**config.mk**
```make
export PLATFORM = sky130hd
export DESIGN_NAME = sequence_player
export DESIGN_NICKNAME = d
export VERILOG_FILES = /design/src/rtl/sequence_player.sv
export SDC_FILE = /design/constraint.sdc
export NUM_CORES = 1
export LEC_CHECK = 0
export ABC_AREA = 1
export BUFFER_PORTS_ARGS = -buffer_cell sky130_fd_sc_hd__buf_2
export CAP_MARGIN = 0
export CORE_MARGIN = 4
export CORE_UTILIZATION = 57
export CTS_BUF_LIST = sky130_fd_sc_hd__clkbuf_8 sky130_fd_sc_hd__clkbuf_16
export CTS_CLUSTER_DIAMETER = 200
export DETAILED_ROUTE_END_ITERATION = 10
export GPL_ROUTABILITY_DRIVEN = 0
export PLACE_DENSITY_LB_ADDON = 0.25
export SLEW_MARGIN = 10
export SYNTH_ARGS = -nofsm -noshare
export SYNTH_HDL_FRONTEND = slang
export SYNTH_SLANG_ARGS = --single-unit
export TNS_END_PERCENT = 30
```
**constraint.sdc**
```tcl
create_clock -name clk -period 2.6 [get_ports clk]
set_clock_uncertainty 0.15 [all_clocks]
set_input_delay 0.26 -clock clk [delete_from_list [all_inputs] [get_ports clk]]
set_output_delay 0.26 -clock clk [all_outputs]
set_load 0.05 [all_outputs]
```
**src/rtl/sequence_player.sv**
```systemverilog
// sequence_player: eight-channel playback of the sequence memory onto DAC outputs.
// Each channel walks addresses 0..E at its own step period; every step registers
// the fetched word onto the channel's DAC output with a one-cycle valid strobe.
module sequence_player #(
    parameter int unsigned ADDR_W = 7,
    parameter int unsigned DATA_W = 12,
    parameter int unsigned GAP_W  = 16
) (
    input  logic              clk,
    input  logic              reset_n,
    input  logic              start,
    input  logic              stop,
    input  logic              loop_en,
    input  logic [GAP_W-1:0]  reg_end_seq_addr,
    input  logic [GAP_W-1:0]  reg_time_gap_1,
    input  logic [GAP_W-1:0]  reg_time_gap_2,
    input  logic [GAP_W-1:0]  reg_time_gap_3,
    input  logic [GAP_W-1:0]  reg_time_gap_4,
    input  logic [GAP_W-1:0]  reg_time_gap_5,
    input  logic [GAP_W-1:0]  reg_time_gap_6,
    input  logic [GAP_W-1:0]  reg_time_gap_7,
    input  logic [GAP_W-1:0]  reg_time_gap_8,
    input  logic [DATA_W-1:0] memout_1,
    input  logic [DATA_W-1:0] memout_2,
    input  logic [DATA_W-1:0] memout_3,
    input  logic [DATA_W-1:0] memout_4,
    input  logic [DATA_W-1:0] memout_5,
    input  logic [DATA_W-1:0] memout_6,
    input  logic [DATA_W-1:0] memout_7,
    input  logic [DATA_W-1:0] memout_8,
    output logic [ADDR_W-1:0] seq_addr_1,
    output logic [ADDR_W-1:0] seq_addr_2,
    output logic [ADDR_W-1:0] seq_addr_3,
    output logic [ADDR_W-1:0] seq_addr_4,
    output logic [ADDR_W-1:0] seq_addr_5,
    output logic [ADDR_W-1:0] seq_addr_6,
    output logic [ADDR_W-1:0] seq_addr_7,
    output logic [ADDR_W-1:0] seq_addr_8,
    output logic [DATA_W-1:0] dac_out_1,
    output logic [DATA_W-1:0] dac_out_2,
    output logic [DATA_W-1:0] dac_out_3,
    output logic [DATA_W-1:0] dac_out_4,
    output logic [DATA_W-1:0] dac_out_5,
    output logic [DATA_W-1:0] dac_out_6,
    output logic [DATA_W-1:0] dac_out_7,
    output logic [DATA_W-1:0] dac_out_8,
    output logic              dac_valid_1,
    output logic              dac_valid_2,
    output logic              dac_valid_3,
    output logic              dac_valid_4,
    output logic              dac_valid_5,
    output logic              dac_valid_6,
    output logic              dac_valid_7,
    output logic              dac_valid_8,
    output logic              running,
    output logic              done
);

    localparam int unsigned NCH      = 8;
    localparam int unsigned MAX_ADDR = (1 << ADDR_W) - 1;
    localparam int unsigned MIN_GAP  = 2;

    typedef enum logic {
        S_IDLE = 1'b0,
        S_RUN  = 1'b1
    } state_t;

    state_t            state;
    logic [GAP_W-1:0]  gap_in  [NCH];
    logic [DATA_W-1:0] mem_in  [NCH];
    logic [ADDR_W-1:0] addr_q  [NCH];
    logic [DATA_W-1:0] dac_q   [NCH];
    logic [GAP_W-1:0]  gap_q   [NCH];
    logic [GAP_W-1:0]  cnt_q   [NCH];
    logic [NCH-1:0]    valid_q;
    logic [NCH-1:0]    fin_q;
    logic [ADDR_W-1:0] end_q;
    logic              loop_q;
    logic              running_q;
    logic              done_q;

    logic [NCH-1:0]    emit_c;
    logic [NCH-1:0]    fin_next_c;
    logic [ADDR_W-1:0] end_clamp_c;

    assign gap_in[0] = reg_time_gap_1;
    assign gap_in[1] = reg_time_gap_2;
    assign gap_in[2] = reg_time_gap_3;
    assign gap_in[3] = reg_time_gap_4;
    assign gap_in[4] = reg_time_gap_5;
    assign gap_in[5] = reg_time_gap_6;
    assign gap_in[6] = reg_time_gap_7;
    assign gap_in[7] = reg_time_gap_8;

    assign mem_in[0] = memout_1;
    assign mem_in[1] = memout_2;
    assign mem_in[2] = memout_3;
    assign mem_in[3] = memout_4;
    assign mem_in[4] = memout_5;
    assign mem_in[5] = memout_6;
    assign mem_in[6] = memout_7;
    assign mem_in[7] = memout_8;

    assign seq_addr_1 = addr_q[0];
    assign seq_addr_2 = addr_q[1];
    assign seq_addr_3 = addr_q[2];
    assign seq_addr_4 = addr_q[3];
    assign seq_addr_5 = addr_q[4];
    assign seq_addr_6 = addr_q[5];
    assign seq_addr_7 = addr_q[6];
    assign seq_addr_8 = addr_q[7];

    assign dac_out_1 = dac_q[0];
    assign dac_out_2 = dac_q[1];
    assign dac_out_3 = dac_q[2];
    assign dac_out_4 = dac_q[3];
    assign dac_out_5 = dac_q[4];
    assign dac_out_6 = dac_q[5];
    assign dac_out_7 = dac_q[6];
    assign dac_out_8 = dac_q[7];

    assign dac_valid_1 = valid_q[0];
    assign dac_valid_2 = valid_q[1];
    assign dac_valid_3 = valid_q[2];
    assign dac_valid_4 = valid_q[3];
    assign dac_valid_5 = valid_q[4];
    assign dac_valid_6 = valid_q[5];
    assign dac_valid_7 = valid_q[6];
    assign dac_valid_8 = valid_q[7];

    assign running = running_q;
    assign done    = done_q;

    // End address clamped to the last memory entry.
    assign end_clamp_c = (reg_end_seq_addr > GAP_W'(MAX_ADDR)) ? ADDR_W'(MAX_ADDR)
                                                                : reg_end_seq_addr[ADDR_W-1:0];

    // Per-channel emission decision and finished flags as they will be after this edge.
    always_comb begin
        emit_c     = '0;
        fin_next_c = fin_q;
        for (int i = 0; i < NCH; i++) begin
            emit_c[i] = (state == S_RUN) && !fin_q[i] && (cnt_q[i] == '0);
            if (emit_c[i] && (addr_q[i] == end_q) && !loop_q) begin
                fin_next_c[i] = 1'b1;
            end
        end
    end

    // Playback FSM, per-channel step counters and registered outputs.
    always_ff @(posedge clk or negedge reset_n) begin
        if (!reset_n) begin
            state     <= S_IDLE;
            running_q <= 1'b0;
            done_q    <= 1'b0;
            valid_q   <= '0;
            fin_q     <= '0;
            end_q     <= '0;
            loop_q    <= 1'b0;
            for (int i = 0; i < NCH; i++) begin
                addr_q[i] <= '0;
                dac_q[i]  <= '0;
                gap_q[i]  <= '0;
                cnt_q[i]  <= '0;
            end
        end else begin
            valid_q <= '0;
            done_q  <= 1'b0;
            if (stop) begin
                state     <= S_IDLE;
                running_q <= 1'b0;
                for (int i = 0; i < NCH; i++) begin
                    addr_q[i] <= '0;
                end
            end else begin
                case (state)
                    S_IDLE: begin
                        if (start) begin
                            state     <= S_RUN;
                            running_q <= 1'b1;
                            end_q     <= end_clamp_c;
                            loop_q    <= loop_en;
                            fin_q     <= '0;
                            for (int i = 0; i < NCH; i++) begin
                                gap_q[i] <= (gap_in[i] < GAP_W'(MIN_GAP)) ? GAP_W'(MIN_GAP)
                                                                          : gap_in[i];
                                cnt_q[i] <= GAP_W'(1);
                            end
                        end
                    end
                    S_RUN: begin
                        for (int i = 0; i < NCH; i++) begin
                            if (emit_c[i]) begin
                                dac_q[i]   <= mem_in[i];
                                valid_q[i] <= 1'b1;
                                cnt_q[i]   <= gap_q[i] - GAP_W'(1);
                                if (addr_q[i] != end_q) begin
                                    addr_q[i] <= addr_q[i] + ADDR_W'(1);
                                end else if (loop_q) begin
                                    addr_q[i] <= '0;
                                end
                            end else if (!fin_q[i] && (cnt_q[i] != '0)) begin
                                cnt_q[i] <= cnt_q[i] - GAP_W'(1);
                            end
                        end
                        fin_q <= fin_next_c;
                        if (&fin_next_c) begin
                            state     <= S_IDLE;
                            running_q <= 1'b0;
                            done_q    <= 1'b1;
                            for (int i = 0; i < NCH; i++) begin
                                addr_q[i] <= '0;
                            end
                        end
                    end
                    default: begin
                        state     <= S_IDLE;
                        running_q <= 1'b0;
                    end
                endcase
            end
        end
    end

endmodule
```
Word level (Yosys, flattened, before mapping)

Index checks and enable logic that the tools add are counted.

Flip-flop bits (word level): 435
Logic and storage cells: 289
Bits of input ports: 245
Output and inout bits: 162

Add/sub/neg operators: 24
Eq/ne operators: 27
$lt $le $gt $ge: 9
Bitwise logic cells: 2
Reductions and logical operators: 110
Mux-type cells: 78

Operators with widths:

| cell                    | number |
|---|---|
| $mux W16                | 24 |
| $pmux W128 S2           | 1 |
| $sub A16 B1 Y16 const B | 16 |
| $mux W56                | 3 |
| $logic_not A16 Y1       | 8 |
| $lt A16 B2 Y1 const B   | 8 |
| $mux W128               | 1 |
| $reduce_bool A16 Y1     | 8 |
| $mux W7                 | 18 |
| $reduce_and A3 Y1       | 25 |
| $add A7 B1 Y7 const B   | 8 |
| $eq A7 B7 Y1            | 8 |
| $ne A7 B7 Y1            | 8 |
| $logic_and A1 B1 Y1     | 40 |
| $reduce_bool A4 Y1      | 8 |
| $mux W1                 | 25 |
| $mux W8                 | 3 |
| $ne A3 B1 Y1 const B    | 8 |
| $reduce_bool A3 Y1      | 8 |
| $gt A16 B7 Y1 const B   | 1 |
| $pmux W8 S2             | 1 |
| $logic_not A1 Y1        | 9 |
| $reduce_and A8 Y1       | 1 |
| $pmux W1 S2             | 2 |
| other kinds (6)         | 8 |

Longest topological paths before layout

Depth in word-level cells: 10
Depth in mapped cells: 18
Mapped depth without buffers: 15

Worst setup path after synthesis

No wires, ideal clock.

Path kind: register to register
Start: reg addr_q (netlist bit seq_addr_4[3])
End: reg addr_q (netlist bit seq_addr_4[4])
Setup slack: 0.197 ns
Period minus slack after synthesis: 2.403 ns
Setup time: 0.118 ns
Stages on the path, launching flop included: 16
Data required time: 2.332 ns
Data arrival time: 2.135 ns
Buffers on the path: 3
Cells stage by stage: dfrtp_1 > clkbuf_1 > xnor2_1 > nand3_1 > nor2_1 > nand2_1 > nand2_1 > nand2_1 > nor2_1 > nand2_1 > buf_6 > buf_6 > nand2_4 > nand2_4 > nand2_1 > nand2_1

Cells in the longest elaborated chain, start to end: 8
Elaborated cells on any way between the ends: 15
Classes of those cells: 1 x add/sub; 2 x eq/ne; 6 x mux; 6 x reduce/logical

Ends and longest elaborated chain:

| what                                                                  | RTL line | text |
|---|---|---|
| from (decl)                                                           | 71       | `logic [ADDR_W-1:0] addr_q [NCH];` |
| from (signal, indexed assignment)                                     | 198      | `addr_q[i] <= addr_q[i] + ADDR_W'(1);` |
| parallel branches: the longest is 8 deep, another holds $add A7 B1 Y7 | --       |  |

Several ways; the timed one is not identified. The select of a mux whose other input is x is not followed.
A chain may end at the register's enable or synchronous reset.

Final worst setup path

Start: reg state
End: reg gap_q[0] (netlist bit)

Cells in the longest elaborated chain, start to end: 2

Ends and longest elaborated chain:

| what                               | RTL line | text |
|---|---|---|
| from (decl)                        | 68       | `state_t state;` |
| from (signal assigned)             | 153      | `state <= S_IDLE;` |
| from (signal assigned)             | 170      | `state <= S_IDLE;` |
| from (signal assigned)             | 179      | `state <= S_RUN;` |
| $not A1 Y1 (no source line)        | --       |  |
| $reduce_and A3 Y1 (no source line) | --       |  |
| to (signal, indexed assignment)    | 185      | `gap_q[i] <= (gap_in[i] < GAP_W'(MIN_GAP)) ? GAP_W'(MIN_GAP)` |
| to (decl)                          | 73       | `logic [GAP_W-1:0] gap_q [NCH];` |

No other way between the ends.

==> flow_metrics.tcl <==
set metrics [dict create \
    required_ns 2.97 \
    core_region_area_um2 42200 \
    grt_max_degree 100 \
    synthSimpleGateAreaFrac 0.364 \
    fillers 3054 \
    vias_per_cell 5.40 \
    drtAntennaViolNets 0 \
    synth_top_family_by_area "simple AND/OR/NAND/NOR gates" \
    dieWidth_um 215 \
    relSlewSlack 0.330 \
    synth-compound-area-share 0.0744 \
    startpoint_type "flop" \
    final_cell_mix "1352 x nand2_1, 427 x dfrtp_1, 405 x buf_2" \
    drt_iter0_drc 2408 \
    synthAdderAreaFrac 0.00816 \
    mostFrequentLayoutCell "nand2_1" \
    status "completed" \
    ff2ff_setup_slack_ns 0.1 \
    synth_seq_cells 435 \
    die_h_um 215 \
    firstDrtPassIters 8 \
    finalCritPeriodShare 0.963 \
    synth_cell_types 36 \
    r2r_end "gap_q[0]" \
    max_slew.worst_pin.slew_ns 1.00 \
    numPortBuffers 406 \
    critical_path_class "reg2reg" \
    synthesis.area_um2 24500 \
    totalWireLength_mm 78.2 \
    path_max_fanout 30 \
    place_ws_ns -0.215 \
    synth_edf_count 0 \
    synth-seq-area-share 0.444 \
    clock_path_buffers 3 \
    cp.arrival_ns 2.87 \
    syn_nets 3676 \
    p_per_area_nw_per_um2 1110 \
    nNetsFinal 4401 \
    die_area_um2 46400 \
    fin_ws_ns 0.0965 \
    finalHoldViolCount 0 \
    cts_sinks 435 \
    synth-main-ff-cell "dfrtp_1" \
    clkSlewWorstSetupHoldPaths_ns 0.06 \
    worst_hold_path.endpoint "end_q[0]" \
    hold_path_class "in2reg" \
    num_vias 25500 \
    synth-xor-area-share 0.0336 \
    p_leak_uw 0.0175 \
    r2r-start "state" \
    root_buffer "clkbuf_16" \
    whs_ns 0.0223 \
    postSynthAreaPerCell_um2 7.18 \
    post-route-min-period_ns 2.50 \
    min_from "reg_end_seq_addr[8]" \
    final_core_util 0.757 \
    io_pins 407 \
    row_count 75 \
    r2r_cells 9 \
    cts-htree-levels 2 \
    synth_cells 3415 \
    ys_warn_count 0 \
    start_util 0.581 \
    peakVddDrop_mv 0.648 \
    drive_gt1_frac 0.175 \
    cts_tree "done" \
    antenna_found_initial 3 \
    clock_latency_ns 0.59 \
    muxShareOfSynthArea 0 \
    maxCapViolCount 0 \
    wl_per_cell_um 16.6 \
    dpl.hpwl_mm 50.3 \
    grt_usage 0.327 \
    grt_pass1_vias 24900 \
    grt-ovfl-total 0 \
    max_freq_ghz 0.399 \
    setup_viol_count_final 0 \
    maxSlewViolCount 0 \
    synthArstFlopShare 1.00 \
    rsz0062_at_grt "yes" \
    drt_drc_violations_left 0 \
    grt_pass1_wl_mm 126 \
    hold_depth 4 \
    cts_buffers 47 \
    area_growth_pct 30.3 \
    critPathCaptureType "flop" \
]
[flip-flops by register name, indices dropped and copies added, names as in the netlist, 12 cells and up]
register,count
cnt_q,128
dac_out_1,12
dac_out_2,12
dac_out_3,12
dac_out_4,12
dac_out_5,12
dac_out_6,12
dac_out_7,12
dac_out_8,12
gap_q,128
[through the flow]
| stage | cell area, um2 | cells | power, uW | setup TNS, ns |
|---|---|---|---|---|
| 6_report | 32000 | 4718 | 35600 | 0 |
| 5_1_grt | 32000 | 4716 | 38200 | -0.591 |
| 4_1_cts | 31700 | 4696 | 34900 | 0 |
| 3_5_place_dp | 27600 | 4372 | 27500 | -8.69 |
| 3_3_place_gp | 27600 | 4372 | 27200 | -7.21 |
| 2_1_floorplan | 24500 | 3415 | 23500 | 0 |
[Yosys cell counts, drive strengths merged, types with 26 or more instances]
cell type     n  share of area
nand2      1374           0.21
o21ai       192          0.041
xnor2        28          0.010
nor4         26         0.0066
nand3       179          0.042
a21oi        63          0.017
inv         354          0.054
xor2         66          0.024
buf          58          0.017
dfrtp       435           0.44
nor2        404          0.071
o22ai        50          0.013
clkbuf       33         0.0050
nand4        86          0.022
[cell families after synthesis]
kind of cell               count (synthesis)
buffers and inverters                    447
and+or+nand+nor                         2103
adders and majority gates                 16
AOI/OAI and AO/OA                        320
xor gates and xnor gates                  94
DFF                                      435
[report_power, final]
part | internal [uW] | switching, uW | total, uW
sequential | 8850 | 1490 | 10300
clock | 4220 | 2790 | 7010
combinational | 5460 | 12800 | 18200
[worst max path at each step]
| stage | slack (ns) | from | end | depth (start not counted) |
|---|---|---|---|---|
| after floorplan | 0.20 | seq_addr_4[3] | seq_addr_4[4] | 15 |
| after global placement | -0.19 | end_q[4] | seq_addr_5[0] | 13 |
| after detailed placement | -0.21 | end_q[4] | seq_addr_5[2] | 13 |
| after CTS | 0.008 | end_q[3] | seq_addr_7[6] | 16 |
| after global routing | -0.06 | cnt_q[54] | cnt_q[62] | 11 |
| final | 0.1 | state | gap_q[0] | 9 |
[routing by layer]
layer,vias to the layer above,track usage,wire [um]
met4,0,0.151,4020
met5,-,0,0
met3,272,0.0516,5350
met1,11800,0.413,31200
met2,1170,0.556,37700
li1,12200,-,-
[timing repair]
item | CTS | global route
pin swaps | 1 | 6
gates cloned | 0 | 2
resized for setup | 11 | 45
buffers inserted | 0 | 15
setup endpoints to repair | 57 | 118
hold buffers | 241 | 0
endpoints found under the hold margin | 617 | 0
[layout make-up]
cell class / instances / area, um2 / area share
clock inverters: 26 / 280 / 0.00877
multi-input cells: 2534 / 11900 / 0.373
flip-flops and latches: 435 / 10900 / 0.341
inverters: 356 / 1340 / 0.0420
well taps: 539 / 674 / 0.0211
diodes: 5 / 12.5 / 0.000391
repair buffers: 766 / 5490 / 0.172
clock buffers: 57 / 1340 / 0.0418
[worst max-delay path: stages, from the launching register on]
cell           delay [ns]
dfrtp_2              0.44
buf_6                0.16
buf_4                0.16
nor2_8               0.12
nand2_4              0.08
inv_6                0.20
buf_4                0.35
nand3_1              0.12
dlygate4sd3_1        0.58
nand2_1              0.07
Power figures use the tool's default switching activity.
